**config.mk**
```make
export PLATFORM = sky130hd
export DESIGN_NAME = md_unit
export DESIGN_NICKNAME = d
export VERILOG_FILES = /design/src/rtl/md_unit.sv
export SDC_FILE = /design/constraint.sdc
export NUM_CORES = 1
export LEC_CHECK = 0
export CAP_MARGIN = 20
export CORE_MARGIN = 1
export CORE_UTILIZATION = 30
export DETAILED_ROUTE_END_ITERATION = 12
export GPL_ROUTABILITY_DRIVEN = 0
export RECOVER_POWER = 100
export SYNTH_ARGS = -nofsm -noshare
export SYNTH_HDL_FRONTEND = slang
export SYNTH_SLANG_ARGS = --single-unit
```
**constraint.sdc**
```tcl
create_clock -name clk -period 9.4 [get_ports clk]
set_clock_uncertainty 0.05 [all_clocks]
set_input_delay 1.41 -clock clk [delete_from_list [all_inputs] [get_ports clk]]
set_output_delay 1.41 -clock clk [all_outputs]
set_load 0.05 [all_outputs]
```
**src/rtl/md_unit.sv**
```systemverilog
// md_unit -- iterative RV32M multiply/divide unit.
//
// Accepts one request in IDLE. It runs 32 shift-add or restoring-divide
// iterations on operand magnitudes, then applies the sign correction and
// pulses done for one cycle, 33 rising edges after the accepting edge.
//
// Configuration macro: MDU_DIV_EN
//   defined   : the divide datapath is built (DIV, DIVU, REM, REMU)
//   undefined : divide ops still take 33 edges but return 0 with no write-back
//
// Ports
//   clk      in   1  clock, rising edge
//   rst      in   1  asynchronous active-low reset
//   start    in   1  request, sampled only in IDLE
//   op       in   3  RV32M funct3
//   rs1_val  in  32  operand A
//   rs2_val  in  32  operand B
//   rd_addr  in   5  destination register
//   busy     out  1  high whenever not in IDLE
//   done     out  1  one-cycle completion pulse
//   result   out 32  write-back data
//   wb_addr  out  5  write-back address
//   wb_we    out  1  write-back enable
//
// state  | meaning
// S_IDLE | waiting for start; latches operands on accept
// S_MUL  | 32 shift-add iterations, then one sign-fix/result cycle
// S_DIV  | 32 restoring-divide iterations, then one sign-fix/result cycle
// S_DONE | done pulse; result and wb_addr valid

module md_unit (
  input  logic        clk,
  input  logic        rst,
  input  logic        start,
  input  logic [2:0]  op,
  input  logic [31:0] rs1_val,
  input  logic [31:0] rs2_val,
  input  logic [4:0]  rd_addr,
  output logic        busy,
  output logic        done,
  output logic [31:0] result,
  output logic [4:0]  wb_addr,
  output logic        wb_we
);

  typedef enum logic [1:0] {S_IDLE, S_MUL, S_DIV, S_DONE} state_t;

  state_t      state, state_nx;
  logic [2:0]  op_q;
  logic [31:0] rs1_q, rs2_q;
  logic [4:0]  rd_q;
  logic [4:0]  cnt;
  logic        fin;
  logic [63:0] acc;
  logic [31:0] result_q;

  // MULH, MULHSU, DIV and REM read rs1 as signed
  function automatic logic a_is_signed(input logic [2:0] f);
    return (f == 3'b001) || (f == 3'b010) || (f == 3'b100) || (f == 3'b110);
  endfunction

  // MULH, DIV and REM read rs2 as signed
  function automatic logic b_is_signed(input logic [2:0] f);
    return (f == 3'b001) || (f == 3'b100) || (f == 3'b110);
  endfunction

  function automatic logic [31:0] mag(input logic [31:0] v, input logic sgn);
    return (sgn && v[31]) ? (~v + 32'd1) : v;
  endfunction

  logic        sign_a, sign_b;
  logic [31:0] a_mag, b_mag;

  assign sign_a = a_is_signed(op_q) && rs1_q[31];
  assign sign_b = b_is_signed(op_q) && rs2_q[31];
  assign a_mag  = mag(rs1_q, a_is_signed(op_q));
  assign b_mag  = mag(rs2_q, b_is_signed(op_q));

  // Multiply: acc = {partial, multiplier}; add multiplicand on the LSB, shift right
  logic [32:0] mul_sum;
  logic [63:0] mul_nx, prod;
  logic [31:0] mul_res;

  assign mul_sum = {1'b0, acc[63:32]} + {1'b0, (acc[0] ? a_mag : 32'd0)};
  assign mul_nx  = {mul_sum, acc[31:1]};
  assign prod    = (sign_a ^ sign_b) ? (~acc + 64'd1) : acc;
  assign mul_res = (op_q[1:0] == 2'b00) ? prod[31:0] : prod[63:32];

  logic [63:0] div_nx;
  logic [31:0] div_res;

`ifdef MDU_DIV_EN
  // Divide: acc = {remainder, dividend/quotient}; shift left, trial-subtract divisor
  logic [32:0] rem_sh, div_diff;
  logic [31:0] quo, rem;

  assign rem_sh   = {acc[63:32], acc[31]};
  assign div_diff = rem_sh - {1'b0, b_mag};
  assign div_nx   = div_diff[32] ? {rem_sh[31:0], acc[30:0], 1'b0}
                                 : {div_diff[31:0], acc[30:0], 1'b1};
  // Divide-by-zero remainder falls out of the iteration as |rs1| with rs1's
  // sign restored, i.e. rs1 itself; only the quotient needs forcing.
  assign quo      = (rs2_q == 32'd0) ? 32'hFFFF_FFFF
                  : ((sign_a ^ sign_b) ? (~acc[31:0] + 32'd1) : acc[31:0]);
  assign rem      = sign_a ? (~acc[63:32] + 32'd1) : acc[63:32];
  assign div_res  = op_q[1] ? rem : quo;
`else
  assign div_nx  = acc;
  assign div_res = 32'd0;
`endif

  always_ff @(posedge clk or negedge rst) begin
    if (!rst) state <= S_IDLE;
    else      state <= state_nx;
  end

  always_comb begin
    state_nx = state;
    case (state)
      S_IDLE:        if (start) state_nx = op[2] ? S_DIV : S_MUL;
      S_MUL, S_DIV:  if (fin) state_nx = S_DONE;
      S_DONE:        state_nx = S_IDLE;
      default:       state_nx = S_IDLE;
    endcase
  end

  always_ff @(posedge clk or negedge rst) begin
    if (!rst) begin
      op_q     <= 3'd0;
      rs1_q    <= 32'd0;
      rs2_q    <= 32'd0;
      rd_q     <= 5'd0;
      cnt      <= 5'd0;
      fin      <= 1'b0;
      acc      <= 64'd0;
      result_q <= 32'd0;
    end else begin
      case (state)
        S_IDLE: begin
          if (start) begin
            op_q  <= op;
            rs1_q <= rs1_val;
            rs2_q <= rs2_val;
            rd_q  <= rd_addr;
            cnt   <= 5'd31;
            fin   <= 1'b0;
            acc   <= op[2] ? {32'd0, mag(rs1_val, a_is_signed(op))}
                           : {32'd0, mag(rs2_val, b_is_signed(op))};
          end
        end
        S_MUL, S_DIV: begin
          if (!fin) begin
            acc <= (state == S_MUL) ? mul_nx : div_nx;
            cnt <= cnt - 5'd1;
            if (cnt == 5'd0) fin <= 1'b1;
          end else begin
            result_q <= (state == S_MUL) ? mul_res : div_res;
            fin      <= 1'b0;
          end
        end
        default: ;
      endcase
    end
  end

  assign busy    = (state != S_IDLE);
  assign done    = (state == S_DONE);
  assign result  = result_q;
  assign wb_addr = rd_q;

`ifdef MDU_DIV_EN
  assign wb_we = done && (rd_q != 5'd0);
`else
  assign wb_we = done && (rd_q != 5'd0) && !op_q[2];
`endif

endmodule

```
==> impl_metrics.csv, run 1 <==
group,metric,value,unit
outcome,status,"finished with violations",
outcome,failed_checks,"max-capacitance violations, max-slew violations",
clock_tree,cts_tree,"yes",
route,wl_per_cell,19.7,um
clock_tree,cts.sinks,145,
timing,finalSetupTns,0,ps
grt,grt_max_degree,60,
placed_design,placedInstanceArea,13300,um2
logic_synthesis,syn-num-nets,1567,
floorplan,fp.dieW,200,um
grt,antenna_found_initial,1,
setup_path,crit_buf_inv,3,
logic_synthesis,synth_compound_area_share,23.9,%
cells_and_area,synthToLayoutAreaGrowth,18.3,%
timing,tightestPinTransition,3240,ps
logic_synthesis,synthSimpleGateAreaFrac,20.8,%
floorplan,ioPinCount,115,
timing,slew_headroom,-116,%
clock_tree,postCtsSetupBuffers,0,
timing,max_freq,149,MHz
route,drt-total-wl,40300,um
cells_and_area,fillerInstances,3910,
cells_and_area,final_area,13900,um2
clock_tree,root_buffer,"clkbuf_16",
cells_and_area,n_antenna_cell,0,
logic_synthesis,netlist_instances,1450,
placed_design,dp_hpwl,31200,um
setup_path,crit_fanout,47,
timing,timing.hold.ws,435,ps
logic_synthesis,synth.yosys.warnings,0,
worst_hold_path,hold_class,"flop to flop",
setup_path,cp_cell_sequence,"dlygate4sd3_1, nand2_1, clkbuf_1, o21ai_0, nand2_1, clkbuf_1, a21boi_0, o311a_1, o21ai_0",
floorplan,die_area,40000,um2
clock_tree,h-tree-depth,4,
logic_synthesis,synthesis.area,11800,um2
cells_and_area,multi_input_area,7670,um2
clock_tree,cts_buffers,17,
timing,rsz0062_at_grt,"false",
route,final_antenna_net_count,0,
logic_synthesis,synth_mux_area_share,4.33,%
power,peakVddDrop,0.173,mV
timing,setup_viol_count_final,0,
placed_design,post-place-ws,4600,ps
clock_tree,cts_buffer_depth,2,
route,drc,0,
power,p_leak,5.40,nW
timing,layout_setup_ws,2680,ps
logic_synthesis,synth_xor_area_share,11.6,%
grt,grt_pass1_vias,10600,
timing,min_period,6720,ps
power,powerDensity,325,nW/um2
clock_tree,cts_resized,0,
setup_path,startpoint_type,"primary input",
route,vias,11600,
logic_synthesis,ys_ff_latch,145,
logic_synthesis,synthAdderAreaFrac,4.53,%
grt,grt-ovfl-total,0,
grt,grt_use_total,20.4,%
clock_tree,hold_buffers,0,
floorplan,coreArea,38600,um2
setup_path,cp.required,9710,ps
setup_path,arrival,7030,ps
logic_synthesis,ys_seq_area_share,30.9,%
clock_tree,cts.clk_slew.worst_paths,70,ps
grt,grt_pass1_wl,62300,um
logic_synthesis,avgSynthCellArea,8.11,um2
clock_tree,clk_latency,450,ps
timing,hold_viol,0,
placed_design,io_buffers,114,
floorplan,rows,72,
job,cap_violations,8,
route,vias_per_cell,5.66,
cells_and_area,nNetsFinal,1629,
logic_synthesis,synth_edf_count,0,
setup_path,critPathTopFamily,"buffers and inverters",
floorplan,die_h,200,um
floorplan,start_util,30.4,%
setup_path,criticalPathCategory,"primary input to flop",
timing,drv_slew,352,
setup_path,cp-end-kind,"flop",
cells_and_area,drive_gt1_share,6.75,%
route,drt_first_pass_iters,8,
setup_path,cp_slowest_cell,"clkbuf_1",
setup_path,max_stage_delay,1610,ps
logic_synthesis,async_flop_share,100,%
cells_and_area,area.sequential,3630,um2
logic_synthesis,synth_top_family_by_area,"compound AO/OA/AOI/OAI gates",
logic_synthesis,synth_cell_types,75,
logic_synthesis,synth_flop_cell,"dfrtp_1",
route,drtIter0Drc,1082,
timing,post-route-period-util,71.4,%
tightest hold or removal path: cells and delay by family (launching register included):
| family | cells | cell delay, ps |
|---|---|---|
| DFF | 1 | 340 |
| and+or+nand+nor | 1 | 50 |
| AOI/OAI and AO/OA | 1 | 60 |
through the flow:
stage                     power (W)  cells  utilization, %
after detailed placement    0.00380   2009            34.5
after CTS                   0.00450   2041            36.1
final                       0.00453   2043            36.0
after floorplan             0.00303   1450               -
after global placement      0.00375   2009            34.5
after global routing        0.00485   2043            36.0
synth_stat cells, drive strengths merged (4+ instances only):
library cell	number	area, um2
dfrtp	145	3630
nor2	134	510
o21ai	131	656
nand2	124	465
a21oi	105	526
xnor2	100	876
clkbuf	78	293
xor2	56	490
nand3	47	235
ha	41	513
mux2	39	439
nor3	36	185
o31ai	36	275
inv	35	131
or4	25	199
a31oi	22	138
or3	22	148
nand4	21	131
nor4	20	125
a22oi	19	143
nand2b	14	87.6
o211ai	14	105
a21o	13	97.6
a211oi	12	90.1
and3	11	68.8
buf	10	43.8
o21a	10	75.1
o22ai	10	62.6
o41ai	10	95.1
and2	9	56.3
nor2b	9	56.3
o221ai	8	70.1
or2	8	50.1
mux2i	7	70.1
a22o	6	52.6
a311oi	6	52.6
a221oi	5	43.8
o21bai	4	30.0
final timing paths:
check | startpoint | end | slack, ps | cells past startpoint
setup / recovery | start | acc[30] | 2680 | 9
hold / removal | result[27] | result[27] | 430 | 2
setup reg to reg | state[0] | acc[30] | 3570 | 10
hold reg to reg | result[27] | result[27] | 430 | 2
max in group asynchronous | rst | wb_addr[3] | 3420 | 3
min in group asynchronous | rst | result[20] | 1760 | 1
placed cells by master (no fill, tap or decap), types with 41 or more instances in the layout:
master / n
dfrtp_1: 145
nor2_1: 132
o21ai_0: 125
nand2_1: 124
a21oi_1: 105
xnor2_1: 100
clkdlybuf4s50_1: 71
xor2_1: 56
nand3_1: 47
dlygate4sd3_1: 42
ha_1: 41
per-layer routing:
metal	wire length, um	track usage, %	up-vias	share of wire, %
li1	-	-	5472	-
met1	18800	29.6	5518	47
met2	17500	30.6	511	43
met3	2580	2.60	71	6.4
met4	1460	7.77	0	3.6
met5	0	0	-	0
power by group:
group          internal (W)  switching [W]  total (W)
Combinational       0.00100        0.00166    0.00266
Clock              0.000361       0.000336   0.000697
Sequential         0.000835       0.000334    0.00117
Total               0.00220        0.00233    0.00453
layout make-up:
type                       instances  share of cell area [%]
multi-input combinational       1182                    55.1
inverter                          35                   0.944
clock inverter                    15                    1.35
sequential                       145                    26.1
tap                              518                    4.66
clock buffer                      17                    3.06
timing repair buffer             131                    8.83
logic make-up (layout without fill, tap and decap cells):
| family | after synthesis | count (layout) |
|---|---|---|
| AOI/OAI and AO/OA | 443 | 443 |
| and+or+nand+nor | 495 | 495 |
| muxes | 46 | 46 |
| adders and majority gates | 42 | 42 |
| buffers and inverters | 123 | 198 |
| xor gates and xnor gates | 156 | 156 |
| DFF | 145 | 145 |
state kept, by name (all words and copies together), names as in the netlist:
register / flops
rs1_q: 32
cnt: 5
fin: 1
wb_addr: 5
rs2_q: 1
acc: 64
result: 32
op_q: 3
state: 2
Note: power is estimated with default switching activity, not from simulation.
==> run 2, diff against run 1 <==
==> constraint.sdc (replaced) <==
create_clock -name clk -period 6.1 [get_ports clk]
set_clock_uncertainty 0.05 [all_clocks]
set_input_delay 0.915 -clock clk [delete_from_list [all_inputs] [get_ports clk]]
set_output_delay 0.915 -clock clk [all_outputs]
set_load 0.05 [all_outputs]
==> run 2 against run 1 <==
Net effect:
- final cell count barely moved
- combinational power rose by 55%
- final area fell by 0.50%
- critical path depth rose by 4
- flip-flop and latch count did not move
- the run still ends with max-capacitance violations, max-slew violations left
- setup slack got worse by 1300 ps
- largest power group unchanged
- total power rose by 53%
- via count fell by 0.16%
- count of clock-buffer cells in the layout did not move
==> impl_metrics.csv, run 2 (synthesized netlist as in run 1, its figures left out) <==
group,metric,value,unit
timing,setup_viol_count_final,0,
setup_path,arrival,5070,ps
setup_path,cp_slowest_cell,"and2_0",
clock_tree,cts.sinks,145,
power,p_comb_share,59.6,%
placed_design,dp_hpwl,31000,um
clock_tree,root_buffer,"clkbuf_16",
cells_and_area,drive_gt1_share,6.82,%
cells_and_area,top_register,"acc",
cells_and_area,mostFrequentLayoutCells,"145 x dfrtp_1, 133 x nor2_1, 128 x o21ai_0",
power,powerDensity,501,nW/um2
job,cap_violations,4,
setup_path,crit_fanout,21,
timing,tightestPinTransition,2280,ps
cells_and_area,synthToLayoutAreaGrowth,17.7,%
setup_path,critPathTopFamily,"compound AO/OA/AOI/OAI gates",
cells_and_area,nNetsFinal,1628,
grt,grt-ovfl-total,0,
clock_tree,cts.clk_slew.worst_paths,70,ps
floorplan,fp.dieW,200,um
outcome,failed_checks,"max-capacitance violations, max-slew violations",
clock_tree,cts_buffer_depth,2,
grt,grt_pass1_wl,62600,um
route,drt-total-wl,40200,um
outcome,status,"finished with violations",
cells_and_area,fillerInstances,3935,
route,final_antenna_net_count,0,
cells_and_area,area.sequential,3630,um2
worst_hold_path,hold_class,"flop to flop",
setup_path,startpoint_type,"flop",
power,switching_power,0.00358,W
cells_and_area,final_common_cell,"dfrtp_1",
grt,grt_use_total,20.4,%
floorplan,start_util,30.4,%
setup_path,max_stage_delay,740,ps
placed_design,io_buffers,114,
clock_tree,cts_tree,"yes",
route,wl_per_cell,19.7,um
power,switching_share,51.7,%
clock_tree,cts_buffers,17,
route,vias,11600,
setup_path,cpMostUsedCell,"nand2_1",
clock_tree,clk_latency,440,ps
route,vias_per_cell,5.66,
power,pwr-share-clk,14.5,%
timing,drv_slew,157,
cells_and_area,multi_input_area,7660,um2
timing,post-route-period-util,77.8,%
timing,hold_viol,0,
floorplan,ioPinCount,115,
setup_path,cp-end-kind,"flop",
power,peakVddDrop,0.271,mV
grt,grt_pass1_vias,10800,
setup_path,cp.required,6430,ps
grt,grt_max_degree,79,
timing,finalSetupTns,0,ps
power,intPower,0.00335,W
route,drc,0,
route,drt_first_pass_iters,5,
cells_and_area,n_antenna_cell,0,
cells_and_area,largest_reg_flops,64,
timing,slew_headroom,-52.3,%
clock_tree,cts_resized,0,
floorplan,die_h,200,um
timing,min_period,4750,ps
clock_tree,h-tree-depth,4,
route,drtIter0Drc,1285,
clock_tree,postCtsSetupBuffers,0,
setup_path,crit_buf_inv,0,
setup_path,criticalPathCategory,"flop to flop",
timing,timing.hold.ws,428,ps
timing,rsz0062_at_grt,"false",
floorplan,rows,72,
floorplan,die_area,40000,um2
floorplan,coreArea,38600,um2
clock_tree,hold_buffers,0,
timing,max_freq,211,MHz
grt,antenna_found_initial,0,
setup_path,cp_cell_sequence,"or3b_2, nand2_1, and2_0, o21ai_0, xor2_1, nor2_1, ha_1, a21o_1, a221oi_1, nand2_1, o31ai_1, o2111ai_1, nand3_1",
power,p_leak,5.36,nW
power,seq_power_share,25.9,%
power,power,0.00693,W
==> run 2: cell count changes in the layout (fill, tap and decap cells not counted), moves of 3 or more <==
cell,delta
o21ai_1,-3
o21ai_0,+3
inv_8,-3
clkbuf_1,-3
and2_0,+3
inv_6,+3
clkinv_8,-6
and2_1,-3
clkinvlp_4,+5
==> run 2: area by class of cell <==
cell class                      instances  share of cell area [%]
Inverter                               35                   0.949
Tap cell                              518                    4.68
Clock buffer                           17                    3.07
Timing Repair Buffer                  130                    8.88
Clock inverter                         15                   0.904
Sequential cell                       145                    26.2
Multi-Input combinational cell       1182                    55.3
==> run 2: per-stage QoR <==
| step | instances | cell area [um2] | worst slack [ps] | util (%) |
|---|---|---|---|---|
| 3_3_place_gp | 2009 | 13300 | 1730 | 34.5 |
| 2_1_floorplan | 1450 | 11800 | 2090 | - |
| 3_5_place_dp | 2009 | 13300 | 1620 | 34.5 |
| 4_1_cts | 2041 | 13900 | 1600 | 35.9 |
| 5_1_grt | 2042 | 13800 | 907 | 35.8 |
| 6_report | 2042 | 13800 | 1350 | 35.8 |
==> run 2: routing by layer <==
| metal | up-vias | part of all wire [%] | wire length (um) | GRT usage (%) |
|---|---|---|---|---|
| li1 | 5466 | - | - | - |
| met1 | 5520 | 46 | 18600 | 29.2 |
| met2 | 500 | 43 | 17300 | 30.1 |
| met3 | 67 | 6.9 | 2770 | 3.14 |
| met4 | 0 | 3.8 | 1530 | 8.93 |
| met5 | - | 0 | 0 | 0 |
==> run 2: worst paths after layout <==
path / slack, ps / depth (start not counted) / endpoint / start
max in group asynchronous: 2000 / 3 / rs1_q[14] / rst
worst max register to register: 1350 / 13 / acc[57] / op_q[2]
min in group asynchronous: 900 / 1 / result[7] / rst
worst max-delay path: 1350 / 13 / acc[57] / op_q[2]
worst min register to register: 430 / 2 / result[3] / result[3]
worst min-delay path: 430 / 2 / result[3] / result[3]
==> run 2: worst register-to-register path, delay by kind of cell (launching register included) <==
kind	cells	cell delay (ps)
AO/OA/AOI/OAI	5	1850
XOR/XNOR	1	200
adder cells (fa/ha/maj)	1	450
flip-flops	1	460
AND/OR/NAND/NOR	6	1670
==> run 2: power groups by stage <==
stage / registers (W) / logic (W) / clock network, W
after floorplan: 0.00165 / 0.00302 / 0
after global placement: 0.00177 / 0.00403 / 0
after detailed placement: 0.00179 / 0.00407 / 0
after CTS: 0.00178 / 0.00409 / 0.00102
after global routing: 0.00184 / 0.00454 / 0.00105
final: 0.00180 / 0.00413 / 0.00101
==> run 3, diff against run 2 <==
==> constraint.sdc (replaced) <==
create_clock -name clk -period 4.3 [get_ports clk]
set_clock_uncertainty 0.05 [all_clocks]
set_input_delay 0.645 -clock clk [delete_from_list [all_inputs] [get_ports clk]]
set_output_delay 0.645 -clock clk [all_outputs]
set_load 0.05 [all_outputs]
==> run 3 against run 2 <==
Net effect:
- the flow still finishes with violations (max-capacitance violations, max-slew violations)
- total power grew 45%
- final area grew 1.4%
- hold slack lost 4.9 ps
- utilization grew 0.49 points
- largest cell class unchanged
- largest power group unchanged
==> impl_metrics.csv, run 3 (synthesized netlist as in run 1, its figures left out) <==
group,metric,value,unit
cells_and_area,n_antenna_cell,0,
cells_and_area,area.sequential,3630,um2
timing,min_period,4070,ps
route,wl_met2,17300,um
setup_path,cpMostUsedCell,"o21ai_0",
route,drtIter0Drc,938,
timing,post-route-period-util,94.5,%
cells_and_area,drive_gt1_share,7.80,%
placed_design,post-place-ws,164,ps
route,vias_per_cell,5.60,
placed_design,io_buffers,114,
power,switching_power,0.00506,W
power,switching_share,50.2,%
timing,layout_setup_ws,235,ps
grt,grt_max_degree,93,
worst_hold_path,hold_class,"flop to flop",
power,seq_power_share,25.4,%
grt,grt-ovfl-total,0,
timing,slew_headroom,-61.3,%
job,cap_violations,3,
timing,rsz0062_at_grt,"false",
floorplan,ioPinCount,115,
setup_path,crit_buf_inv,2,
timing,setup_viol_count_final,0,
clock_tree,clk_latency,440,ps
setup_path,cp-end-kind,"flop",
setup_path,critPathTopFamily,"simple AND/OR/NAND/NOR gates",
cells_and_area,final_common_cell,"dfrtp_1",
setup_path,arrival,4330,ps
route,drc,0,
floorplan,coreArea,38600,um2
setup_path,criticalPathCategory,"flop to flop",
floorplan,die_h,200,um
floorplan,die_area,40000,um2
timing,max_freq,246,MHz
timing,drv_slew,176,
timing,tightestPinTransition,2420,ps
route,highest_layer,"met4",
floorplan,start_util,30.4,%
grt,antenna_found_initial,0,
clock_tree,cts_tree,"yes",
cells_and_area,mostFrequentLayoutCells,"145 x dfrtp_1, 133 x nor2_1, 125 x o21ai_0",
placed_design,dp_hpwl,31400,um
cells_and_area,fillerInstances,3963,
outcome,status,"finished with violations",
timing,hold_viol,0,
setup_path,reg2reg_depth,16,
power,p_comb_share,58.9,%
setup_path,crit_fanout,10,
power,p_leak,5.46,nW
timing,finalSetupTns,0,ps
route,final_antenna_net_count,0,
clock_tree,h-tree-depth,4,
route,vias,11500,
setup_path,max_stage_delay,500,ps
power,peakVddDrop,0.415,mV
route,drt-total-wl,40100,um
route,wl_met3,2740,um
floorplan,fp.dieW,200,um
cells_and_area,multi_input_area,7680,um2
cells_and_area,fin_util,36.3,%
power,power,0.0101,W
clock_tree,root_buffer,"clkbuf_16",
placed_design,placedInstanceArea,13500,um2
clock_tree,cts.clk_slew.worst_paths,60,ps
power,intPower,0.00502,W
clock_tree,cts_buffer_depth,2,
setup_path,critical_path_depth,16,
grt,grt_use_total,20.3,%
setup_path,startpoint_type,"flop",
worst_hold_path,hold_path_depth,2,
clock_tree,cts_buffers,17,
cells_and_area,nNetsFinal,1643,
power,powerDensity,718,nW/um2
outcome,failed_checks,"max-capacitance violations, max-slew violations",
cells_and_area,final_area,14000,um2
setup_path,cp_slowest_cell,"or3b_2",
grt,grt_pass1_vias,10700,
grt,grt_pass1_wl,62100,um
route,drt_first_pass_iters,7,
cells_and_area,largest_reg_flops,64,
setup_path,cp_cell_sequence,"or3b_2, nand2_1, and2_1, o21ai_0, xor2_1, nor2_1, ha_1, a21o_1, a221oi_1, clkbuf_4, o21a_1, o21ai_0, o31ai_1, buf_4, xor2_1, o21ai_0",
route,wl_met1,18600,um
clock_tree,cts.sinks,145,
cells_and_area,synthToLayoutAreaGrowth,19.4,%
power,pwr-share-clk,15.7,%
route,wl_per_cell,19.5,um
setup_path,cp.required,4560,ps
cells_and_area,top_register,"acc",
floorplan,rows,72,
[run 3: cell count changes in the layout (fill, tap and decap cells not counted), moves of 3 or more]
cell | previous run | this run
o21ai_1 | 3 | 6
bufinv_16 | 0 | 3
clkbuf_1 | 7 | 10
buf_4 | 9 | 18
clkinvlp_4 | 6 | 2
o21ai_0 | 128 | 125
[run 3: tightest hold or removal path, stage by stage, from the launching register on]
cell and delay [ps]:
dfrtp_1 340, nand2_1 50, o31ai_1 50
[run 3: timing repair]
| action | CTS | global route |
|---|---|---|
| hold buffers | 0 | 0 |
| buffers inserted | 0 | 0 |
| resized for setup | 0 | 7 |
| hold endpoints to repair | 0 | 0 |
| setup endpoints to repair | 0 | 4 |
[run 3: power groups by stage]
| stage | Clock (W) | Sequential (W) | Combinational, W |
|---|---|---|---|
| 6_report | 0.00158 | 0.00256 | 0.00594 |
| 5_1_grt | 0.00166 | 0.00263 | 0.00653 |
| 4_1_cts | 0.00161 | 0.00253 | 0.00591 |
| 3_5_place_dp | 0 | 0.00256 | 0.00589 |
| 3_3_place_gp | 0 | 0.00253 | 0.00581 |
| 2_1_floorplan | 0 | 0.00234 | 0.00428 |
[run 3: final timing paths]
check                           start    endpoint  slack, ps
min in group asynchronous         rst  result[16]        890
setup reg to reg              op_q[1]     acc[53]        230
setup / recovery              op_q[1]     acc[53]        230
hold / removal             result[30]  result[30]        420
max in group asynchronous         rst   rs1_q[28]       1000
hold reg to reg            result[30]  result[30]        420
[run 3: layer usage]
metal	global-route usage, %	up-vias
met4	8.48	0
met3	2.50	68
met1	29.2	5520
met2	30.5	464
met5	0	-
li1	-	5470
[run 3: cell type report]
cell class              instances  area share (%)
inverters                      35           0.936
well taps                     518            4.62
clock buffers                  19            3.16
repair buffers                145            9.48
clock inverters                13            1.25
multi-input cells            1182            54.7
flip-flops and latches        145            25.8
[run 3: per-stage QoR]
stage,cells,hold WS [ps]
3_5_place_dp,2025,422
3_3_place_gp,2025,421
6_report,2057,423
5_1_grt,2057,466
2_1_floorplan,1450,299
4_1_cts,2057,293
